[src/rtl/fifo_uart_drain.sv]
// ---------------------------------------------------------------------------
// fifo_uart_drain
//
// Read-side consumer for the 32-bit FIFO. Pops one word at a time over the
// FIFO's active-low Read / EMPTY / DataOut handshake. Each word goes out on
// TxD as FIFOWIDTH/8 back-to-back UART frames, least-significant byte first.
// All state changes on the falling edge of Clock, which matches the FIFO.
//
// Optional feature (compile-time macro UART_PARITY_EN):
//   defined   -> 8E1 framing. An even-parity bit is sent between the last
//                data bit and the stop bit (11-bit frame).
//   undefined -> plain 8N1 framing (10-bit frame). There is no parity state.
//
// Parameters:
//   FIFOWIDTH     word width from the FIFO. Must be a multiple of 8, <= 32.
//   CLKS_PER_BIT  Clock periods per UART bit. Must be >= 2.
//
// Ports:
//   Clock    in   system clock; logic updates on negedge
//   Reset    in   asynchronous, active-low reset
//   Enable   in   active-high; permits popping new words
//   EMPTY    in   FIFO empty flag (1 = empty); sampled only in IDLE
//   DataIn   in   FIFO DataOut; captured two falling edges after Read drops
//   Read     out  active-low pop strobe to FIFO, registered, one Clock wide
//   TxD      out  UART serial output, registered, idles high
//   Busy     out  high whenever the drain is not idle
//   ByteIdx  out  index of the byte currently on the wire (0 = LSB byte)
// ---------------------------------------------------------------------------
module fifo_uart_drain #(
    parameter int FIFOWIDTH    = 32,
    parameter int CLKS_PER_BIT = 434
) (
    input  logic                 Clock,
    input  logic                 Reset,
    input  logic                 Enable,
    input  logic                 EMPTY,
    input  logic [FIFOWIDTH-1:0] DataIn,
    output logic                 Read,
    output logic                 TxD,
    output logic                 Busy,
    output logic [1:0]           ByteIdx
);

    localparam int              CNT_W     = $clog2(CLKS_PER_BIT);
    localparam logic [CNT_W-1:0] CNT_LAST = CNT_W'(CLKS_PER_BIT - 1);
    localparam logic [1:0]      LAST_BYTE = 2'(FIFOWIDTH / 8 - 1);

    localparam logic [2:0] S_IDLE   = 3'd0;
    localparam logic [2:0] S_POP    = 3'd1;
    localparam logic [2:0] S_LOAD   = 3'd2;
    localparam logic [2:0] S_START  = 3'd3;
    localparam logic [2:0] S_DATA   = 3'd4;
    localparam logic [2:0] S_STOP   = 3'd5;
`ifdef UART_PARITY_EN
    localparam logic [2:0] S_PARITY = 3'd6;
`endif

    logic [2:0]           state;
    logic [CNT_W-1:0]     clk_cnt;   // Clocks elapsed within the current bit
    logic [2:0]           bit_cnt;   // data bit currently on the wire
    logic [FIFOWIDTH-1:0] word_sr;   // word being sent, shifted right per bit
`ifdef UART_PARITY_EN
    logic                 par_acc;   // XOR of the data bits sent so far
`endif

    logic bit_done;
    logic serial;

    assign bit_done = (clk_cnt == CNT_LAST);
    // The states from START upward time bits. IDLE, POP and LOAD do not.
    // An unused encoding also lands here, but it is sent to IDLE below.
    assign serial   = (state >= S_START);
    assign Busy     = (state != S_IDLE);

    // NOTE: Sequential state uses non-blocking assignments only, so every
    // register in this block samples the values from before the edge.
    always_ff @(negedge Clock or negedge Reset) begin
        if (!Reset) begin
            state   <= S_IDLE;
            Read    <= 1'b1;
            TxD     <= 1'b1;
            ByteIdx <= 2'd0;
            clk_cnt <= '0;
            bit_cnt <= 3'd0;
            // NOTE: The word register is reset with the control state. It is
            // a single register, not a memory, and a clean value makes a
            // mid-frame abort easy to see.
            word_sr <= '0;
`ifdef UART_PARITY_EN
            par_acc <= 1'b0;
`endif
        end else begin
            // The bit timer wraps at each bit boundary. It is always zero on
            // entry to START, because every exit from a serial state happens
            // on a wrap.
            if (serial) begin
                clk_cnt <= bit_done ? '0 : clk_cnt + 1'b1;
            end

            case (state)
                S_IDLE: begin
                    TxD  <= 1'b1;
                    Read <= 1'b1;
                    // EMPTY is only examined here. The strobe is never
                    // raised against an empty FIFO.
                    if (Enable && !EMPTY) begin
                        Read  <= 1'b0;
                        state <= S_POP;
                    end
                end

                S_POP: begin
                    // This state lasts one Clock, so Read is low for one
                    // Clock. The FIFO presents the word on this edge.
                    Read  <= 1'b1;
                    state <= S_LOAD;
                end

                S_LOAD: begin
                    word_sr <= DataIn;
                    ByteIdx <= 2'd0;
                    TxD     <= 1'b0;        // start bit of byte 0
                    state   <= S_START;
                end

                S_START: begin
                    if (bit_done) begin
                        bit_cnt <= 3'd0;
                        TxD     <= word_sr[0];
`ifdef UART_PARITY_EN
                        par_acc <= word_sr[0];
`endif
                        state   <= S_DATA;
                    end
                end

                S_DATA: begin
                    if (bit_done) begin
                        // After eight shifts the next byte sits in the low bits.
                        word_sr <= word_sr >> 1;
                        if (bit_cnt == 3'd7) begin
`ifdef UART_PARITY_EN
                            TxD   <= par_acc;
                            state <= S_PARITY;
`else
                            TxD   <= 1'b1;
                            state <= S_STOP;
`endif
                        end else begin
                            bit_cnt <= bit_cnt + 3'd1;
                            TxD     <= word_sr[1];
`ifdef UART_PARITY_EN
                            par_acc <= par_acc ^ word_sr[1];
`endif
                        end
                    end
                end

`ifdef UART_PARITY_EN
                S_PARITY: begin
                    if (bit_done) begin
                        TxD   <= 1'b1;
                        state <= S_STOP;
                    end
                end
`endif

                S_STOP: begin
                    if (bit_done) begin
                        if (ByteIdx < LAST_BYTE) begin
                            // The next byte starts at once, with no idle gap.
                            ByteIdx <= ByteIdx + 2'd1;
                            TxD     <= 1'b0;
                            state   <= S_START;
                        end else begin
                            state <= S_IDLE;
                        end
                    end
                end

                default: begin
                    Read  <= 1'b1;
                    TxD   <= 1'b1;
                    state <= S_IDLE;
                end
            endcase
        end
    end

endmodule
[config.mk]
export PLATFORM = sky130hd
export DESIGN_NAME = fifo_uart_drain
export DESIGN_NICKNAME = d
export VERILOG_FILES = /design/src/rtl/fifo_uart_drain.sv
export SDC_FILE = /design/constraint.sdc
export NUM_CORES = 1
export LEC_CHECK = 0
export BUFFER_PORTS_ARGS = -buffer_cell sky130_fd_sc_hd__buf_2
export CAP_MARGIN = 20
export CORE_MARGIN = 2
export CORE_UTILIZATION = 24
export DETAILED_ROUTE_END_ITERATION = 16
export GPL_ROUTABILITY_DRIVEN = 0
export SLEW_MARGIN = 0
export SYNTH_ARGS = -nofsm -noshare
export SYNTH_HDL_FRONTEND = slang
export SYNTH_SLANG_ARGS = --single-unit
[constraint.sdc]
create_clock -name Clock -period 1.6 [get_ports Clock]
set_input_delay 0.24 -clock Clock [delete_from_list [all_inputs] [get_ports Clock]]
set_output_delay 0.24 -clock Clock [all_outputs]
set_load 0.01 [all_outputs]
## Word-level counts from Yosys, hierarchy flattened

Cells that the tools add are included.

| operators by class | value |
|---|---|
| $add $sub $neg | 3 |
| $lt $le $gt $ge | 2 |
| equality and inequality tests | 14 |
| bitwise logic cells | 1 |
| reduce and logical (&&, ||, !) cells | 13 |
| mux-type cells | 25 |

Operator list:

| kind | number |
|---|---|
| 32-bit one-hot mux with 2 select lines | 1 |
| 32-bit 2-to-1 mux | 1 |
| 3-bit 2-to-1 mux | 8 |
| 3-bit one-hot mux with 6 select lines | 1 |
| 2-bit != test, second input constant | 7 |
| 5-bit AND reduction | 2 |
| 9-bit by 1-bit adder with 9-bit output, second input constant | 1 |
| 3-bit equality test, second input constant | 3 |
| 9-bit equality test, second input constant | 1 |
| 9-bit 2-to-1 mux | 1 |
| 3-bit by 2-bit equality test with 1-bit output, second input constant | 2 |
| 1-bit 2-to-1 mux | 6 |
| 2-bit 2-to-1 mux | 3 |
| 3-bit one-hot mux with 2 select lines | 1 |
| 2-bit nonzero test | 3 |
| 1-bit one-hot mux with 5 select lines | 1 |
| 2-bit one-hot mux with 2 select lines | 1 |
| 4-bit AND reduction | 1 |
| 4-bit OR reduction | 1 |
| 3-bit by 1-bit adder with 3-bit output, second input constant | 1 |
| 3-bit by 1-bit equality test with 1-bit output, second input constant | 1 |
| 3-bit by 2-bit >= comparator with 1-bit output, second input constant | 1 |
| 3-bit zero test | 1 |
| 3-bit AND reduction | 1 |
| other kinds (8) | 8 |

| word-level totals | value |
|---|---|
| input port bits | 36 |
| output and inout port bits | 5 |
| flip-flop bits (word level) | 51 |
| logic and storage cells | 65 |

## Longest topological paths before layout

Gate-level depths: netlist (run 1).

| logic depth | value |
|---|---|
| word-level depth | 4 |
| mapped depth | 8 |
| gate-level depth less buffers | 6 |

==> run summary, run 1 <==
Outcome -> finished, violations left
Failing checks -> setup timing
Syn Nets -> 309
Ys flop type -> dfrtn_1
Initial detailed-routing violation count -> 50
Asr flop ratio synth -> 100%
Distinct cells, synth -> 44
Fin cells -> 502
HPWL Detailed -> 4.30 mm
Starting Density -> 24.5%
Final Skew -> 69.4 ps
Worst-Margin Slew -> 404 ps
Diode count -> 0
Synth Area in Compound Gates -> 15.5%
Die W -> 109 µm
Fill cell count -> 1045
Adder-Cell Fraction of Synth Area -> 3.32%
Post-synth EDFFs -> 0
Routed wire per std cell -> 14.2 µm
Final worst setup slack -> -449 ps
Core ar. -> 10800 µm²
Max-slew violations -> 0
Num CTS Buffers -> 5
Post-Syn Area -> 2640 µm²
Clock Path Buffers -> 2
Most common cell in the synthesized netlist -> dfrtn_1
Min-delay worst type -> in -> async
CTS tree -> built
Cts hold-fix bufs -> 0
Leak Pwr -> 1.76 nW
Via Count -> 2381
Ratio of cells with drive above 1 in the final layout -> 41.4%
P&R area growth vs syn -> 52.3%
Vias per cell -> 4.74
Total Wirelength -> 7.15 mm
Largest family of logic cells by synthesized area -> simple AND/OR/NAND/NOR gates
CP Data Arrival Time -> 1810 ps
Nets@finish -> 404
Total power -> 2.28 mW
FF+latch count, synth -> 51
First-pass GRT wire length -> 11.9 mm
Root Buffer -> clkbuf_8
Synth Warn # -> 0
I/O Pins -> 41
Startpoint Class -> register
Total power per unit cell area -> 568 nW/µm²
Post-synthesis simple-gate area fraction -> 15.8%
CP peak stage delay -> 390 ps
Multiplexer share of the synthesized area -> 12.6%
Router iterations before antenna repair -> 4
Vias in the first global route -> 2426
Total track usage -> 12.7%
CTS sink cnt -> 51
Die ar. -> 11900 µm²
Util after Layout -> 37.2%
Final setup fails -> 55
Critical path class -> reg -> out
Pin count of the biggest net entering global routing -> 42
Unrepaired setup endpoints after global routing -> yes
H-tree Lvls -> 2
Port bufs -> 40
Number of max-cap violations -> 0
Crit-path slowest cell -> dfrtn_1
Worst Path Max Fanout -> 2
Data required, critical path -> 1360 ps
Synth area leader -> dfrtn_1
Initial antenna violation count -> 0
DRC viols -> 0
Rel. slew slack -> 73.0%
Crit. End Element -> output port
Register area share after synthesis -> 48.4%
GRT overflow -> 0
Clk_lat worst skew -> 370 ps
Mapped Cells -> 266
Rows -> 38
Xor and xnor area share after synthesis -> 0.664%
Cell Chain, Critical Path -> nor2_4 -> nand2_4 -> buf_6
Final hold violation count -> 0
Mapped Avg Cell Area -> 9.92 µm²
Largest cells by area after synthesis -> dfrtn_1, mux2i_1, nand2_1
Worst VDD drop -> 0.000326 V
Post-synth top cells -> dfrtn_1, nand2_1, o21ai_1, mux2i_1, buf_2
Remaining antenna violation count -> 0
Top-area cell type share of the netlist area -> 46.4%
Placed cells -> 464
Worst-path clk slew -> 70 ps
Die Height -> 109 µm
==> state kept, by name, indices dropped and copies added, names as in the netlist <==
name / flops
word_sr: 32
clk_cnt: 9
bit_cnt: 3
state: 3
ByteIdx: 2
Read: 1
TxD: 1
==> cell usage in the layout (no fill, tap or decap), types with 2 or more instances in the layout <==
cell / n
o211ai_1: 5
a31oi_1: 2
ha_4: 2
a22oi_1: 2
xnor2_1: 2
o21ai_1: 35
a22o_1: 2
dfstp_2: 2
nand3_1: 3
clkbuf_8: 5
inv_1: 3
nand2_4: 3
buf_8: 2
buf_16: 5
a21oi_1: 3
inv_2: 2
nand2_1: 38
nor3b_2: 2
buf_12: 9
dfrtn_1: 49
nand2_2: 5
buf_2: 36
buf_6: 16
nor2_1: 6
nand2b_1: 2
ha_1: 5
o21ai_0: 5
nand4_1: 4
mux2i_1: 30
and3_1: 3
buf_4: 34
nor2b_1: 3
a31oi_4: 4
clkinv_2: 2
o2bb2ai_2: 2
==> logic make-up after synthesis <==
kind of cell,after synthesis
buffers and inverters,20
multiplexers,33
XOR/XNOR,2
AO/OA/AOI/OAI,69
AND/OR/NAND/NOR,84
adder cells (fa/ha/maj),7
flip-flops,51
==> worst paths after layout <==
| check | start | cells past startpoint | to | slack [ps] |
|---|---|---|---|---|
| setup / recovery | state[0]$_DFFE_NN0P_ | 3 | Busy | -450 |
| hold / removal | Reset | 1 | state[0]$_DFFE_NN0P_ | 430 |
| setup reg to reg | state[1]$_DFFE_NN0P_ | 11 | word_sr[12]$_DFFE_NN0P_ | -350 |
| hold reg to reg | word_sr[8]$_DFFE_NN0P_ | 2 | word_sr[8]$_DFFE_NN0P_ | 430 |
| max in group asynchronous | Reset | 2 | word_sr[23]$_DFFE_NN0P_ | 680 |
| min in group Clock | word_sr[8]$_DFFE_NN0P_ | 2 | word_sr[8]$_DFFE_NN0P_ | 430 |
==> final cells by class <==
cell class	count	area, µm²	share of cell area (%)
flip-flops and latches	51	1280	31.8
clock inverters	5	21.3	0.529
multi-input cells	196	1500	37.3
clock buffers	5	68.8	1.71
repair buffers	102	963	24.0
well taps	140	175	4.36
inverters	3	13.8	0.342
==> repair_timing <==
item	4_1_cts	5_1_grt
resized for setup	43	33
endpoints found under the setup margin	55	55
buffers inserted	19	5
gates cloned	9	0
pin swaps	18	13
==> through the flow <==
stage | hold WS [ps] | worst slack [ps] | instance area, µm² | setup TNS [ps]
after detailed placement | 436 | -322 | 3280 | -5220
after global placement | 428 | -250 | 3280 | -5030
after CTS | 424 | -458 | 3920 | -15330
after global routing | 421 | -488 | 4020 | -18790
after floorplan | 390 | -141 | 2690 | -248
final | 429 | -449 | 4020 | -15670
==> metal layers <==
metal	GRT usage [%]	up-vias	share of wire [%]
li1	-	1150	-
met1	16.8	1174	45
met2	21.5	51	50
met3	2.75	6	3.9
met4	2.56	0	1.2
met5	0	-	0
==> power by group <==
group          internal, mW  switching, mW
Clock                 0.307          0.471
Combinational        0.0714         0.0715
Sequential             1.34         0.0244
Total                  1.72          0.567
==> critical path, delay by kind of cell, from the launching register on <==
family                 cells  cell delay (ps)
buffers and inverters      1              110
DFF                        1              390
and+or+nand+nor            2              210
Power figures use the tool's default switching activity.
==> inputs of run 2 (changes only) <==
ABC_AREA = 1   (was not set)
==> run 2 against run 1 <==
Compared with the run above:
- the flow still finishes with violations (setup timing)
- utilization is 4.6 points lower
- non-clock buffer count is 27 lower
- worst hold slack better by 17 ps
- combinational power is 27% higher
- synthesized cell count is 35% higher
- sequential cell count stayed put
- first-iteration DRC count is 6.0% higher
- critical endpoint unchanged
==> run summary, run 2 <==
Critical path launch point -> state[1]$_DFFE_NN0P_
Synth area leader -> dfrtn_1
CTS tree -> built
Worst VDD drop -> 0.000426 V
Syn Nets -> 402
Fin cells -> 574
Largest cells by area after synthesis -> dfrtn_1, nand2_1, o21ai_2
HPWL Detailed -> 4.26 mm
Post-synthesis simple-gate area fraction -> 22.1%
Root Buffer -> clkbuf_16
Total track usage -> 9.58%
CP peak stage delay -> 370 ps
Cell Chain, Critical Path -> nor2_4 -> nand2_2 -> buf_6
Synth Area in Compound Gates -> 18.4%
Post-synth top cells -> nand2_1, inv_1, dfrtn_1, o21ai_0, o21ai_2
Diode count -> 0
Total power per unit cell area -> 673 nW/µm²
Clock Path Buffers -> 2
Initial antenna violation count -> 0
Mapped Avg Cell Area -> 8.10 µm²
Vias in the first global route -> 2274
Failing checks -> setup timing
Vias per cell -> 4.35
Router iterations before antenna repair -> 5
Core ar. -> 11900 µm²
H-tree Lvls -> 2
Number of max-cap violations -> 0
Post-synth EDFFs -> 0
Data required, critical path -> 1360 ps
Crit-path slowest cell -> dfrtn_1
Most common cell after layout, fill and taps aside -> nand2_1
Max-slew violations -> 0
Num CTS Buffers -> 5
Final setup fails -> 5
Rel. slew slack -> 71.4%
Asr flop ratio synth -> 100%
Distinct cells, synth -> 26
Final hold violation count -> 0
Min-delay worst type -> in -> async
Most common cell in the synthesized netlist -> nand2_1
Routed wire per std cell -> 11.5 µm
Die Height -> 114 µm
Die ar. -> 13000 µm²
Outcome -> finished, violations left
Die W -> 114 µm
CTS sink cnt -> 51
Mapped Cells -> 359
DRC viols -> 0
Initial detailed-routing violation count -> 53
Leak Pwr -> 1.96 nW
Clk_lat worst skew -> 350 ps
Worst Path Max Fanout -> 2
Cts hold-fix bufs -> 0
Multiplexer share of the synthesized area -> 0%
Ys flop type -> dfrtn_1
Critical path class -> reg -> out
Port bufs -> 40
GRT overflow -> 0
Register area share after synthesis -> 44.0%
Worst r2r src -> clk_cnt[0]$_DFFE_NN0P_
Post-Syn Area -> 2910 µm²
P&R area growth vs syn -> 33.5%
Worst-Margin Slew -> 426 ps
Nets@finish -> 470
First-pass GRT wire length -> 10.3 mm
Max reg flops -> 32
FF+latch count, synth -> 51
Rows -> 40
Top-area cell type share of the netlist area -> 42.2%
Worst-path clk slew -> 50 ps
Total Wirelength -> 6.61 mm
Crit. End Element -> output port
Largest Register -> word_sr
Final worst setup slack -> -414 ps
Largest family of logic cells by synthesized area -> simple AND/OR/NAND/NOR gates
Adder-Cell Fraction of Synth Area -> 3.01%
Most frequent cells in the layout -> nand2_1, inv_1, dfrtn_1
Pin count of the biggest net entering global routing -> 64
Synth Warn # -> 0
I/O Pins -> 41
Startpoint Class -> register
Placed cells -> 554
Via Count -> 2497
Starting Density -> 24.4%
Unrepaired setup endpoints after global routing -> yes
Top flop regs -> word_sr: 32 flops, clk_cnt: 9 flops
Remaining antenna violation count -> 0
Ratio of cells with drive above 1 in the final layout -> 34.2%
Final Skew -> 49.2 ps
CP Data Arrival Time -> 1770 ps
Xor and xnor area share after synthesis -> 0.903%
Total power -> 2.61 mW
-- run 2: worst max-delay path: cells and delay by family, from the launching register on --
kind          cells  cell delay (ps)
simple gates      2              190
buf+inv           1              120
flops             1              370
-- run 2: per-layer routing --
layer  vias to the layer above  part of all wire [%]  GRT usage, %
met2                        44                    49          16.1
met3                         4                   3.0          1.96
met1                      1170                    47          12.6
li1                       1279                     -             -
met5                         -                     0             0
met4                         0                  0.71          2.60
-- run 2: cell families (layout without fill, tap and decap cells) --
group,Yosys count,in the layout
AOI/OAI and AO/OA,81,81
xor gates and xnor gates,3,3
adders and majority gates,7,7
buffers and inverters,74,142
DFF,51,51
and+or+nand+nor,143,143
-- run 2: through the flow --
stage | hold WS [ps] | setup slack [ps] | setup TNS [ps] | cell area, µm² | utilization, %
2_1_floorplan | 408 | -150 | -335 | 2910 | -
3_3_place_gp | 437 | -136 | -592 | 3400 | 28.6
3_5_place_dp | 458 | -157 | -674 | 3400 | 28.6
4_1_cts | 444 | -432 | -1870 | 3590 | 30.1
5_1_grt | 448 | -455 | -3240 | 3880 | 32.6
6_report | 446 | -414 | -1800 | 3880 | 32.6
-- run 2: layout make-up --
class | instances | area [µm²]
well taps | 147 | 184
fillers | 1232 | 8030
clock buffers | 6 | 139
clock inverters | 3 | 11.3
flip-flops and latches | 51 | 1280
multi-input cells | 234 | 1360
inverters | 58 | 218
repair buffers | 75 | 697
-- run 2: path summary, 6_finish.rpt --
| path | to | slack [ps] | cells after the start |
|---|---|---|---|
| max reg2reg | word_sr[14]$_DFFE_NN0P_ | 20 | 8 |
| min in group Clock | bit_cnt[0]$_DFFE_NN0P_ | 450 | 1 |
| min | state[0]$_DFFE_NN0P_ | 450 | 1 |
| max | Busy | -410 | 3 |
| min reg2reg | bit_cnt[0]$_DFFE_NN0P_ | 450 | 1 |
| max in group asynchronous | clk_cnt[2]$_DFFE_NN0P_ | 630 | 2 |
-- run 2: what timing repair did --
item                                    CTS  global route
endpoints found under the setup margin   11            50
gates resized for setup                   6            24
pin swaps                                 2             8
buffers inserted                          1             5
cloned                                    0             7
-- run 2: power breakdown --
group | switching [mW] | internal (mW) | total (mW)
Sequential | 0.0119 | 1.34 | 1.35
Combinational | 0.0961 | 0.0855 | 0.182
Clock | 0.463 | 0.617 | 1.08
==> inputs of run 3 (changes only) <==
CORE_ASPECT_RATIO = 0.5   (was not set)
==> run 3 against run 2 <==
Compared with the run above:
- the run still ends with setup timing left
- worst setup slack worse by 5.7 ps
- cell count increased by 4.7%
- critical path type unchanged
- largest cell class unchanged
- critical endpoint unchanged
- worst hold slack lost 6.6 ps
- sequential share of layout area shrank 1.6 points
- global-route usage up 0.64 points
- power grew 5.2%
==> run summary, run 3 (same netlist as run 2, synthesis figures left out) <==
Clock Path Buffers -> 2
Largest Register -> word_sr
Dpl ws -> -143 ps
Outcome -> finished, violations left
Worst Path Max Fanout -> 2
Most common cell after layout, fill and taps aside -> nand2_1
Fill cell count -> 1194
R2r setup slk -> -100 ps
Via Count -> 2491
Root Buffer -> clkbuf_16
Final worst setup slack -> -420 ps
Rel. slew slack -> 73.5%
Util after Layout -> 34.6%
I/O Pins -> 41
Crit. End Element -> output port
Worst-path clk slew -> 50 ps
Final setup fails -> 22
Core ar. -> 11800 µm²
Routed wire per std cell -> 11.2 µm
Clk_lat worst skew -> 360 ps
Unrepaired setup endpoints after global routing -> yes
Leak Pwr -> 2.03 nW
Ratio of cells with drive above 1 in the final layout -> 36.9%
Nets@finish -> 478
CP Data Arrival Time -> 1780 ps
Worst VDD drop -> 0.000427 V
Final Skew -> 50.7 ps
Post-Layout Inst Area -> 4080 µm²
Critical path class -> reg -> out
TNS Setup -> -2820 ps
CTS sink cnt -> 51
DRC viols -> 0
Fin cells -> 601
Remaining antenna violation count -> 0
Data required, critical path -> 1360 ps
Total placed instance area -> 3420 µm²
P&R area growth vs syn -> 40.3%
Max reg flops -> 32
Initial detailed-routing violation count -> 187
Num CTS Buffers -> 5
Max-slew violations -> 0
Die W -> 160 µm
Failing checks -> setup timing
Total track usage -> 10.2%
Placed cells -> 573
HPWL Detailed -> 4.16 mm
GRT overflow -> 0
Top flop regs -> word_sr: 32 flops, clk_cnt: 9 flops
Min-delay worst type -> reg -> reg
Pin count of the biggest net entering global routing -> 24
Number of max-cap violations -> 0
Most frequent cells in the layout -> nand2_1, inv_1, dfrtn_1
First-pass GRT wire length -> 10.9 mm
Final hold slack -> 439 ps
Die ar. -> 13100 µm²
Total power -> 2.75 mW
Startpoint Class -> register
Worst-Margin Slew -> 396 ps
Vias per cell -> 4.14
Rows -> 28
Initial antenna violation count -> 0
Router iterations before antenna repair -> 4
Die Height -> 81.9 µm
Vias in the first global route -> 2462
Total Wirelength -> 6.73 mm
Port bufs -> 40
Final hold violation count -> 0
CTS tree -> built
Total power per unit cell area -> 674 nW/µm²
H-tree Lvls -> 2
Starting Density -> 24.6%
Diode count -> 0
-- run 3: cell count changes in the layout (fill, tap and decap cells not counted), sizes merged --
cell	change
inv	-1
clkinv	+2
bufinv	+1
clkbuf	-4
buf	+10
bufbuf	+1
-- run 3: worst paths after layout --
path,depth (start not counted),to,start
min,1,bit_cnt[0]$_DFFE_NN0P_,bit_cnt[0]$_DFFE_NN0P_
min reg2reg,1,bit_cnt[0]$_DFFE_NN0P_,bit_cnt[0]$_DFFE_NN0P_
max reg2reg,10,word_sr[22]$_DFFE_NN0P_,state[0]$_DFFE_NN0P_
min in group asynchronous,2,word_sr[3]$_DFFE_NN0P_,Reset
max,3,Busy,state[1]$_DFFE_NN0P_
max in group asynchronous,2,word_sr[22]$_DFFE_NN0P_,Reset
-- run 3: cell type report --
cell class	instances	area (µm²)	share of cell area [%]
clock buffer	5	125	3.07
inverter	58	218	5.33
clock inverter	5	45.0	1.10
timing repair buffer	83	805	19.7
tap	165	206	5.06
sequential	51	1280	31.3
multi-input combinational	234	1400	34.4
-- run 3: where the power goes --
group / total [mW] / leakage, nW / internal [mW] / switching [mW]
Sequential: 1.35 / 0.611 / 1.34 / 0.0108
Combinational: 0.192 / 1.33 / 0.0893 / 0.103
Clock: 1.21 / 0.0895 / 0.734 / 0.473
-- run 3: worst max-delay path, cell delays in order (launching register included) --
cell	delay (ps)
dfrtn_1	370
nor2_4	120
nand2_2	60
buf_6	120
-- run 3: metal layers --
metal	up-vias	global-route usage [%]	routed length [µm]
li1	1291	-	-
met1	1175	12.2	3030
met2	17	18.9	3470
met3	8	1.72	117
met4	0	3.82	107
met5	-	0	0
-- run 3: repair_timing --
action                                  CTS  global route
buffers inserted                          6            12
cloned                                    4             3
endpoints found under the hold margin     0             0
endpoints found under the setup margin   12            46
resized for setup                        11            40
pin swaps                                 4             7
hold buffers                              0             0
